--- config.mk ---
export PLATFORM = sky130hd
export DESIGN_NAME = wrp_shff_axi_fifo_flat
export DESIGN_NICKNAME = d
export VERILOG_FILES = /design/src/rtl/wrp_shff_pkg.sv /design/src/rtl/wrp_shff_axi_fifo_if.sv /design/src/rtl/wrp_shff_dram.sv /design/src/rtl/wrp_shff_axi_fifo.sv /design/src/flat_wrapper.sv
export SDC_FILE = /design/constraint.sdc
export NUM_CORES = 2
export LEC_CHECK = 0
export ABC_AREA = 0
export BUFFER_PORTS_ARGS = -buffer_cell sky130_fd_sc_hd__buf_4
export CAP_MARGIN = 20
export CORE_AREA = 4 4 543 545
export CTS_BUF_LIST = sky130_fd_sc_hd__clkbuf_8
export CTS_CLUSTER_SIZE = 16
export DETAILED_ROUTE_END_ITERATION = 12
export DIE_AREA = 0 0 547 549
export GPL_ROUTABILITY_DRIVEN = 1
export PLACE_DENSITY = 0.82
export RECOVER_POWER = 100
export SETUP_SLACK_MARGIN = 0.15
export SYNTH_ARGS = -nofsm -noshare
export SYNTH_HDL_FRONTEND = slang
export SYNTH_HIERARCHICAL = 1
export SYNTH_SLANG_ARGS = --single-unit
export TNS_END_PERCENT = 20
--- constraint.sdc ---
create_clock -name clk -period 14.1 [get_ports clk]
set_input_delay 4.23 -clock clk [delete_from_list [all_inputs] [get_ports clk]]
set_output_delay 4.23 -clock clk [all_outputs]
set_load 0.02 [all_outputs]
--- src/rtl/wrp_shff_pkg.sv ---
// wrp_shff_pkg
//   Shared constants and types for the shuffle-wrapper AXI-stream sink FIFO.
//   Holds the default beat width, FIFO depth, threshold/slack values, the
//   derived level/pointer widths and the matching typedefs.
//   No ports: imported by the interface, the RAM and the top.
package wrp_shff_pkg;

  localparam int DATA_W_DEF            = 64;
  localparam int DEPTH_DEF             = 64;
  localparam int PROG_EMPTY_THRESH_DEF = 8;
  localparam int RDY_GAP_DEF           = 4;

  // Level needs one extra bit so that a completely full FIFO (DEPTH) is representable.
  localparam int LVL_W = $clog2(DEPTH_DEF) + 1;
  localparam int PTR_W = $clog2(DEPTH_DEF);

  typedef logic [LVL_W-1:0]      lvl_t;
  typedef logic [PTR_W-1:0]      ptr_t;
  typedef logic [DATA_W_DEF-1:0] word_t;

  // Level width for an arbitrary depth, used where the depth is a parameter.
  function automatic int lvl_width(input int depth);
    return $clog2(depth) + 1;
  endfunction

endpackage

--- src/rtl/wrp_shff_axi_fifo_if.sv ---
// wrp_shff_axi_fifo_if
//   Bundles the AXI-stream sink handshake and the FWFT read port of the
//   shuffle-wrapper input FIFO.
//   Signals:
//     axi_vld / axi_rdy / axi_dat : upstream beat handshake and data
//     fifo_re                     : consumer pop request
//     fifo_rvld / fifo_rd         : head word valid and head word (FWFT)
//     fifo_ae                     : almost-empty flag
//     fifo_lvl                    : stored word count
//     err_udf                     : sticky underflow flag
//   Modports: slave = the FIFO, master = the upstream/consumer side.
interface wrp_shff_axi_fifo_if
  import wrp_shff_pkg::*;
#(
  parameter int DATA_W = DATA_W_DEF,
  parameter int DEPTH  = DEPTH_DEF
);

  logic                         axi_vld;
  logic                         axi_rdy;
  logic [DATA_W-1:0]            axi_dat;
  logic                         fifo_re;
  logic                         fifo_rvld;
  logic [DATA_W-1:0]            fifo_rd;
  logic                         fifo_ae;
  logic [lvl_width(DEPTH)-1:0]  fifo_lvl;
  logic                         err_udf;

  modport slave (
    input  axi_vld, axi_dat, fifo_re,
    output axi_rdy, fifo_rvld, fifo_rd, fifo_ae, fifo_lvl, err_udf
  );

  modport master (
    output axi_vld, axi_dat, fifo_re,
    input  axi_rdy, fifo_rvld, fifo_rd, fifo_ae, fifo_lvl, err_udf
  );

endinterface

--- src/rtl/wrp_shff_dram.sv ---
// wrp_shff_dram
//   1-write / 1-read distributed RAM, DEPTH x DATA_W. Synchronous write,
//   asynchronous read, no reset (contents are only meaningful behind the
//   FIFO pointers).
//   Ports:
//     clk    : write clock
//     we     : write enable
//     waddr  : write address
//     wdata  : write data
//     raddr  : read address
//     rdata  : read data, combinational from raddr
module wrp_shff_dram
  import wrp_shff_pkg::*;
#(
  parameter int DATA_W = DATA_W_DEF,
  parameter int DEPTH  = DEPTH_DEF
) (
  input  logic                      clk,
  input  logic                      we,
  input  logic [$clog2(DEPTH)-1:0]  waddr,
  input  logic [DATA_W-1:0]         wdata,
  input  logic [$clog2(DEPTH)-1:0]  raddr,
  output logic [DATA_W-1:0]         rdata
);

  logic [DATA_W-1:0] mem [DEPTH];

  always_ff @(posedge clk) begin
    if (we) begin
      mem[waddr] <= wdata;
    end
  end

  assign rdata = mem[raddr];

endmodule

--- src/rtl/wrp_shff_axi_fifo.sv ---
// wrp_shff_axi_fifo
//   AXI4-Stream sink for the shuffle wrapper. Beats accepted on
//   axi_vld & axi_rdy are captured into a one-word stage register, written
//   into a distributed-RAM FIFO on the following edge, and presented on a
//   first-word-fall-through read port popped by fifo_re.
//   axi_rdy is registered and throttled with RDY_GAP words of slack so the
//   FIFO can never overflow despite the one-cycle-late ready and the stage.
//   Ports:
//     clk     : single rising-edge clock
//     srst_n  : synchronous active-low reset
//     bus     : wrp_shff_axi_fifo_if.slave (handshake, read port, flags)
//   Optional feature macro: WRP_SHFF_AXI_FIFO_UDF_EN
//     defined     -> err_udf is a sticky flag set by fifo_re while empty
//     not defined -> err_udf is tied low
module wrp_shff_axi_fifo
  import wrp_shff_pkg::*;
#(
  parameter int DATA_W            = DATA_W_DEF,
  parameter int DEPTH             = DEPTH_DEF,
  parameter int PROG_EMPTY_THRESH = PROG_EMPTY_THRESH_DEF,
  parameter int RDY_GAP           = RDY_GAP_DEF
) (
  input  logic                clk,
  input  logic                srst_n,
  wrp_shff_axi_fifo_if.slave  bus
);

  localparam int LW = lvl_width(DEPTH);
  localparam int PW = $clog2(DEPTH);

  localparam logic [PW-1:0] PTR_ONE   = 1;
  localparam logic [LW-1:0] LVL_ONE   = 1;
  localparam logic [LW-1:0] AE_LIMIT  = LW'(PROG_EMPTY_THRESH);
  // One bit wider than the level so level + staged beat cannot wrap.
  localparam logic [LW:0]   RDY_LIMIT = (LW+1)'(DEPTH - RDY_GAP);

  logic              s_vld;
  logic [DATA_W-1:0] s_dat;
  logic [PW-1:0]     wr_ptr;
  logic [PW-1:0]     rd_ptr;
  logic [LW-1:0]     lvl;
  logic [LW-1:0]     lvl_nxt;
  logic [LW:0]       occ_nxt;
  logic              rdy_q;
  logic              accept;
  logic              pop;
  logic              rvld;
  logic [DATA_W-1:0] mem_rdata;

  assign accept = bus.axi_vld & rdy_q;
  assign rvld   = (lvl != '0);
  assign pop    = bus.fifo_re & rvld;

  // Next level: the staged beat always lands in memory on this edge, so a
  // write and a pop together leave the level unchanged.
  always_comb begin
    lvl_nxt = lvl;
    case ({s_vld, pop})
      2'b10:   lvl_nxt = lvl + LVL_ONE;
      2'b01:   lvl_nxt = lvl - LVL_ONE;
      default: lvl_nxt = lvl;
    endcase
  end

  // Occupancy the throttle has to protect: stored words plus whatever is
  // being captured into the stage on this edge.
  assign occ_nxt = {1'b0, lvl_nxt} + {{LW{1'b0}}, accept};

  // Stage register, pointers, level and the registered ready. The stage
  // empties every cycle, so s_vld simply follows the accept strobe.
  always_ff @(posedge clk) begin
    if (!srst_n) begin
      s_vld  <= 1'b0;
      s_dat  <= '0;
      wr_ptr <= '0;
      rd_ptr <= '0;
      lvl    <= '0;
      rdy_q  <= 1'b0;
    end else begin
      s_vld <= accept;
      if (accept) begin
        s_dat <= bus.axi_dat;
      end
      if (s_vld) begin
        wr_ptr <= wr_ptr + PTR_ONE;
      end
      if (pop) begin
        rd_ptr <= rd_ptr + PTR_ONE;
      end
      lvl   <= lvl_nxt;
      rdy_q <= (occ_nxt < RDY_LIMIT);
    end
  end

  wrp_shff_dram #(
    .DATA_W (DATA_W),
    .DEPTH  (DEPTH)
  ) u_dram (
    .clk   (clk),
    .we    (s_vld & srst_n),
    .waddr (wr_ptr),
    .wdata (s_dat),
    .raddr (rd_ptr),
    .rdata (mem_rdata)
  );

  assign bus.axi_rdy   = rdy_q;
  assign bus.fifo_rvld = rvld;
  assign bus.fifo_rd   = rvld ? mem_rdata : '0;
  assign bus.fifo_ae   = (lvl <= AE_LIMIT);
  assign bus.fifo_lvl  = lvl;

`ifdef WRP_SHFF_AXI_FIFO_UDF_EN
  logic udf_q;

  // Sticky: once a pop is requested against an empty FIFO the flag stays up
  // until the next reset.
  always_ff @(posedge clk) begin
    if (!srst_n) begin
      udf_q <= 1'b0;
    end else if (bus.fifo_re && !rvld) begin
      udf_q <= 1'b1;
    end
  end

  assign bus.err_udf = udf_q;
`else
  assign bus.err_udf = 1'b0;
`endif

endmodule

--- src/flat_wrapper.sv ---
// flat-port wrapper written by rule: the top's interface ports become plain ports
module wrp_shff_axi_fifo_flat import wrp_shff_pkg::*;
#(
  parameter int DATA_W            = DATA_W_DEF,
  parameter int DEPTH             = DEPTH_DEF,
  parameter int PROG_EMPTY_THRESH = PROG_EMPTY_THRESH_DEF,
  parameter int RDY_GAP           = RDY_GAP_DEF
)
  (clk, srst_n, bus_axi_vld, bus_axi_dat, bus_fifo_re, bus_axi_rdy, bus_fifo_rvld, bus_fifo_rd, bus_fifo_ae, bus_fifo_lvl, bus_err_udf);
  wrp_shff_axi_fifo_if #(.DATA_W(DATA_W), .DEPTH(DEPTH)) bus_i ();
  input  logic clk;
  input  logic srst_n;
  input wire logic [$bits(bus_i.axi_vld)-1:0] bus_axi_vld;
  input wire logic [$bits(bus_i.axi_dat)-1:0] bus_axi_dat;
  input wire logic [$bits(bus_i.fifo_re)-1:0] bus_fifo_re;
  output wire logic [$bits(bus_i.axi_rdy)-1:0] bus_axi_rdy;
  output wire logic [$bits(bus_i.fifo_rvld)-1:0] bus_fifo_rvld;
  output wire logic [$bits(bus_i.fifo_rd)-1:0] bus_fifo_rd;
  output wire logic [$bits(bus_i.fifo_ae)-1:0] bus_fifo_ae;
  output wire logic [$bits(bus_i.fifo_lvl)-1:0] bus_fifo_lvl;
  output wire logic [$bits(bus_i.err_udf)-1:0] bus_err_udf;
  assign bus_i.axi_vld = bus_axi_vld;
  assign bus_i.axi_dat = bus_axi_dat;
  assign bus_i.fifo_re = bus_fifo_re;
  assign bus_axi_rdy = bus_i.axi_rdy;
  assign bus_fifo_rvld = bus_i.fifo_rvld;
  assign bus_fifo_rd = bus_i.fifo_rd;
  assign bus_fifo_ae = bus_i.fifo_ae;
  assign bus_fifo_lvl = bus_i.fifo_lvl;
  assign bus_err_udf = bus_i.err_udf;
  wrp_shff_axi_fifo #(.DATA_W(DATA_W), .DEPTH(DEPTH), .PROG_EMPTY_THRESH(PROG_EMPTY_THRESH), .RDY_GAP(RDY_GAP)) u_core (.clk(clk), .srst_n(srst_n), .bus(bus_i));
endmodule
# ---- After elaboration in Yosys (flattened, before gate mapping)
# Memory sizes are Yosys's and may differ from the RTL's. A register that Yosys moved wholly into a read port is not among the register bits.
# Cells that the tools add are included.
dict set report word_totals {
  reg_bits 85
  latchBits 0
  mem_count 1
  ramBits 4096
  in_bits 68
  mem_bits_ro 0
  output_inout_bits 75
}
dict set report classes {
  bitwise_logic 3
  n_addsub 5
  n_eq_ne 2
  div_mod_pow 0
  mul 0
  n_lt_le_gt_ge 2
  shifts 0
  n_reduce_logical 1
  muxes 6
}
# memory words word_bits rd rd_ports_with_merged_regs wr line_no
set mem_list {}
lappend mem_list {u_core.u_dram.mem 64 64 1 1 1 wrp_shff_dram.sv:26} ;# logic [DATA_W-1:0] mem [DEPTH];
# operator n
set op_table {}
lappend op_table {{two-way mux 64 bit} 1}
lappend op_table {{one-hot mux 7 bit (2 select lines)} 1}
lappend op_table {{adder 6 x 1 -> 6 bit (second input constant)} 2}
lappend op_table {{two-way mux 6 bit} 2}
lappend op_table {{adder 7 x 1 -> 8 bit} 1}
lappend op_table {{less-than comparator 8 x 6 -> 1 bit (second input constant)} 1}
lappend op_table {{adder 7 x 1 -> 7 bit (second input constant)} 1}
lappend op_table {{<= comparator 7 x 4 -> 1 bit (second input constant)} 1}
lappend op_table {{nonzero test 7 bit} 1}
lappend op_table {{subtractor 7 x 1 -> 7 bit (second input constant)} 1}
lappend op_table {{AND 1 bit} 3}
lappend op_table {{== test 2 x 1 -> 1 bit (second input constant)} 1}
lappend op_table {{== test 2 bit (second input constant)} 1}
lappend op_table {{two-way mux 1 bit} 2}

# ---- Logic depth before layout (Yosys ltp)
dict set report depth {
  word_depth 6
  ltp_mapped 12
  ltp_nobuf 10
}

# ---- Modules after synthesis
# The synthesis kept the hierarchy.
# mod area_per_inst_um2 cells_per_inst n_inst
set by_module_without_submodules {}
lappend by_module_without_submodules {wrp_shff_dram 155067.5 6534 1}
lappend by_module_without_submodules {wrp_shff_axi_fifo 3759.9 484 1}

# ---- Worst setup path after synthesis
# No wires, ideal clock.
dict set report synth_timing {
  path_kind {input to register}
  start {input srst_n}
  end {memory u_core/u_dram/mem[48][0] (netlist name) (enable)}
  required_time_ns 13.536
  slack_ns 4.022
  t_arrival_ns 9.514
  stages 6
  n_path_buf 2
  setup_time_ns 0.564
  path_cell_list {inv_1 -> clkbuf_1 -> buf_1 -> nor2_1 -> nand4b_1 -> nor3_1}
}
dict set report synth_via {
  elab_chain_len 3
}
# item line_no
set synth_rtl {}
lappend synth_rtl {{start, declared} flat_wrapper.sv:12} ;# input logic srst_n;
lappend synth_rtl {{AND 1 bit} wrp_shff_axi_fifo.sv:100} ;# .we (s_vld & srst_n),
lappend synth_rtl {{two-way mux 1 bit} wrp_shff_dram.sv:29} ;# if (we) begin
lappend synth_rtl {{two-way mux 1 bit (implied by the code)} wrp_shff_dram.sv:30} ;# mem[waddr] <= wdata;
lappend synth_rtl {{end, declared} wrp_shff_dram.sv:26}
# No other way between the ends.

# ---- Worst setup path after layout
dict set report layout_timing {
  start {input srst_n}
  end {memory u_core/u_dram/mem[4][59] (netlist name) (enable)}
}
# The elaborated chain is that of the path after synthesis.

==> load_flow_metrics.sql <==
INSERT INTO impl_metrics (metric_group, metric, value, unit) VALUES
('sta', 'grt_setup_unrepaired', 'false', ''),
('sta', 'slew_violations', '7863', ''),
('routing', 'drt_drc_violations_left', '0', ''),
('logic_synthesis', 'yosys-top-cells-count', '4096 x edfxtp_1, 1024 x mux4_2, 193 x nand2_1', ''),
('logic_synthesis', 'synthDominantAreaCellType', 'edfxtp_1', ''),
('global_routing', 'grt_pass1_vias', '82720', ''),
('logic_synthesis', 'synth_top_area_share', '0.7744', ''),
('logic_synthesis', 'post-synth-top-count-cell', 'edfxtp_1', ''),
('cells_and_area', 'final_cell_area', '175400', 'µm²'),
('clock_tree', 'postCtsSetupBuffers', '0', ''),
('place', 'detailed_place_hpwl', '225800', 'µm'),
('logic_synthesis', 'count_of_flip_flops_with_a_built_in_enable_after_synthesis', '4096', ''),
('clock_tree', 'cts_resized', '0', ''),
('routing', 'post_dr_wirelength_cell', '35.25', 'µm'),
('logic_synthesis', 'synth_simple_gate_area_frac', '0.01931', ''),
('sta', 'worstMarginPinSlew', '4.929', 'ns'),
('logic_synthesis', 'largest_family_of_logic_cells_by_synthesized_area', 'multiplexers', ''),
('clock_tree', 'cts_buffers', '610', ''),
('routing', 'detail_route.wirelength', '421500', 'µm'),
('clock_tree', 'h_tree_lvls', '6', ''),
('floorplanning', 'io-pin-count', '143', ''),
('job', 'max_cap_violations', '194', ''),
('sta', 'hold_violation_count_in_the_final_report', '0', ''),
('logic_synthesis', 'synth-xor-area-share', '0.0008272', ''),
('global_routing', 'grt-ovfl-total', '0', ''),
('critical_path', 'critPathKind', 'in -> reg', ''),
('run_status', 'failing_checks', 'max-capacitance violations, max-slew violations', ''),
('floorplanning', 'coreArea', '290100', 'µm²'),
('floorplanning', 'row_count', '198', ''),
('cells_and_area', 'multi_input_area', '32250', 'µm²'),
('routing', 'route.detailed.vias_per_inst', '6.805', ''),
('global_routing', 'maximum_number_of_pins_on_one_net_before_global_route_repair', '134', ''),
('global_routing', 'global_route.usage.total', '0.2790', ''),
('sta', 'final_min_period_over_clock_period', '0.8587', ''),
('floorplanning', 'die-area', '300300', 'µm²'),
('place', 'pre_cts_setup_slack', '5.303', 'ns'),
('clock_tree', 'clk_transition_reported_paths', '0.06', 'ns'),
('sta', 'finalSetupViolations', '0', ''),
('critical_path', 'worstPathMaxFanout', '84', ''),
('run_status', 'run_status', 'finished with violations', ''),
('cells_and_area', 'filler_cell_count', '18270', ''),
('logic_synthesis', 'seq_area_frac_synth', '0.7851', ''),
('floorplanning', 'die-width', '547', 'µm'),
('global_routing', 'antenna_found_initial', '31', ''),
('logic_synthesis', 'mappedNetlistArea', '158800', 'µm²'),
('routing', 'drt_iter0_markers', '13850', ''),
('cells_and_area', 'flow.area_growth_from_synthesis', '10.45', '%'),
('logic_synthesis', 'synth_compound_area_frac', '0.02764', ''),
('cells_and_area', 'fin_nets', '7659', ''),
('logic_synthesis', 'synth_top_flop_cell', 'edfxtp_1', ''),
('worst_hold_path', 'min-delay-path-class', 'reg -> reg', ''),
('logic_synthesis', 'ys_types', '57', ''),
('sta', 'setup_total_negative_slack', '0', 'ns'),
('power_and_ir_drop', 'worst_vdd_rail_ir_drop', '196.7', 'µV'),
('sta', 'final_critical_path_setup_slack', '1.993', 'ns'),
('sta', 'worst_rel_slew_slack', '-2.286', ''),
('floorplanning', 'y_dimension_of_the_die', '549', 'µm'),
('sta', 'finalClockSkew', '0.1038', 'ns'),
('logic_synthesis', 'avgSynthCellArea', '22.63', 'µm²'),
('power_and_ir_drop', 'power.static_leakage', '53.74', 'nW'),
('logic_synthesis', 'syn-instance-count', '7018', ''),
('cells_and_area', 'register_area', '124700', 'µm²'),
('routing', 'num_vias', '81370', ''),
('routing', 'postRouteAntennaNets', '0', ''),
('logic_synthesis', 'synth.net_count', '7091', ''),
('cells_and_area', 'drive_gt1_frac', '0.2510', ''),
('place', 'port-buffer-count', '141', ''),
('sta', 'max_clock_freq', '0.08259', 'GHz'),
('sta', 'min_tclk_post_route', '12.11', 'ns'),
('place', 'gp_routability_congestion', '0.8533', ''),
('clock_tree', 'clk_root_buffer_cell', 'clkbuf_8', '');
layout by cell type (no fill, tap or decap), types with 28 or more instances in the layout:
master / count
a22o_1: 88
mux4_2: 1024
or2_2: 28
clkbuf_8: 625
a22oi_1: 170
buf_4: 169
a211oi_1: 63
clkbuf_1: 179
and3_1: 66
or3_1: 31
dfxtp_1: 76
clkinv_2: 53
a21oi_1: 67
o22ai_1: 84
nor2_1: 122
nand3_1: 45
o221ai_1: 38
edfxtp_1: 4096
mux2i_1: 139
and2_0: 44
nand2_1: 190
clkinv_1: 163
inv_1: 180
metrics by stage:
stage / power [mW] / util / hold WS, ns / instances
2_1_floorplan: 16.89 / - / 0.4569 / 7018
3_3_place_gp: 18.12 / 0.5693 / 0.4431 / 10850
3_5_place_dp: 18.25 / 0.5702 / 0.4447 / 10860
4_1_cts: 27.18 / 0.6086 / 0.4543 / 11920
5_1_grt: 28.04 / 0.6046 / 0.4812 / 11940
6_report: 27.14 / 0.6047 / 0.4535 / 11960
state kept, by name (all words and copies together), names as in the netlist:
signal	count
u_core/bus.axi_rdy	1
u_core/bus.fifo_lvl	7
u_core/rd_ptr	6
u_core/wr_ptr	6
u_core/s_dat	64
u_core/s_vld	1
u_core/u_dram/mem	4096
area by class of cell:
type                       instances  area share
clock inverter                   438     0.01446
multi-input combinational       2405      0.1839
antenna                           20   0.0002853
sequential                      4181      0.7110
clock buffer                     625     0.04904
inverter                          23   0.0004993
timing repair buffer             365     0.01309
tap                             3900     0.02782
kinds of logic after synthesis:
group,Yosys count
AOI/OAI and AO/OA,594
xor gates and xnor gates,15
adders and majority gates,5
buffers and inverters,432
DFF,4181
muxes,1163
other,1
and+or+nand+nor,627
power breakdown:
group          leakage, nW  internal, mW  switching (mW)  total [mW]
Combinational         9.03          1.52            2.38        3.90
Sequential            38.4          14.0          0.0847        14.1
Clock                 6.26          4.53            4.58        9.11
Total                 53.7          20.1            7.04        27.1
per-layer routing:
| metal | part of all wire | GRT usage |
|---|---|---|
| met1 | 0.32 | 0.3654 |
| met2 | 0.47 | 0.4319 |
| met3 | 0.16 | 0.08972 |
| met4 | 0.054 | 0.1283 |
| met5 | 0.00052 | 0 |
critical path: stages:
cell	delay, ns
clkbuf_1	0.16
clkinvlp_2	0.13
clkbuf_1	1.44
nor2_1	1.03
nor2b_1	0.42
nand2_1	0.37
nor2_1	1.90
clkbuf_1	2.80
path summary, 6_finish.rpt:
path	from	cells past startpoint	end
max	srst_n	8	u_core/u_dram/mem[4][59]
min	u_core/s_dat[60]	2	u_core/s_dat[60]
min reg2reg	u_core/s_dat[60]	2	u_core/s_dat[60]
max reg2reg	u_core/s_vld	6	u_core/u_dram/mem[4][59]
No activity file was read; power rests on OpenSTA's default activity.
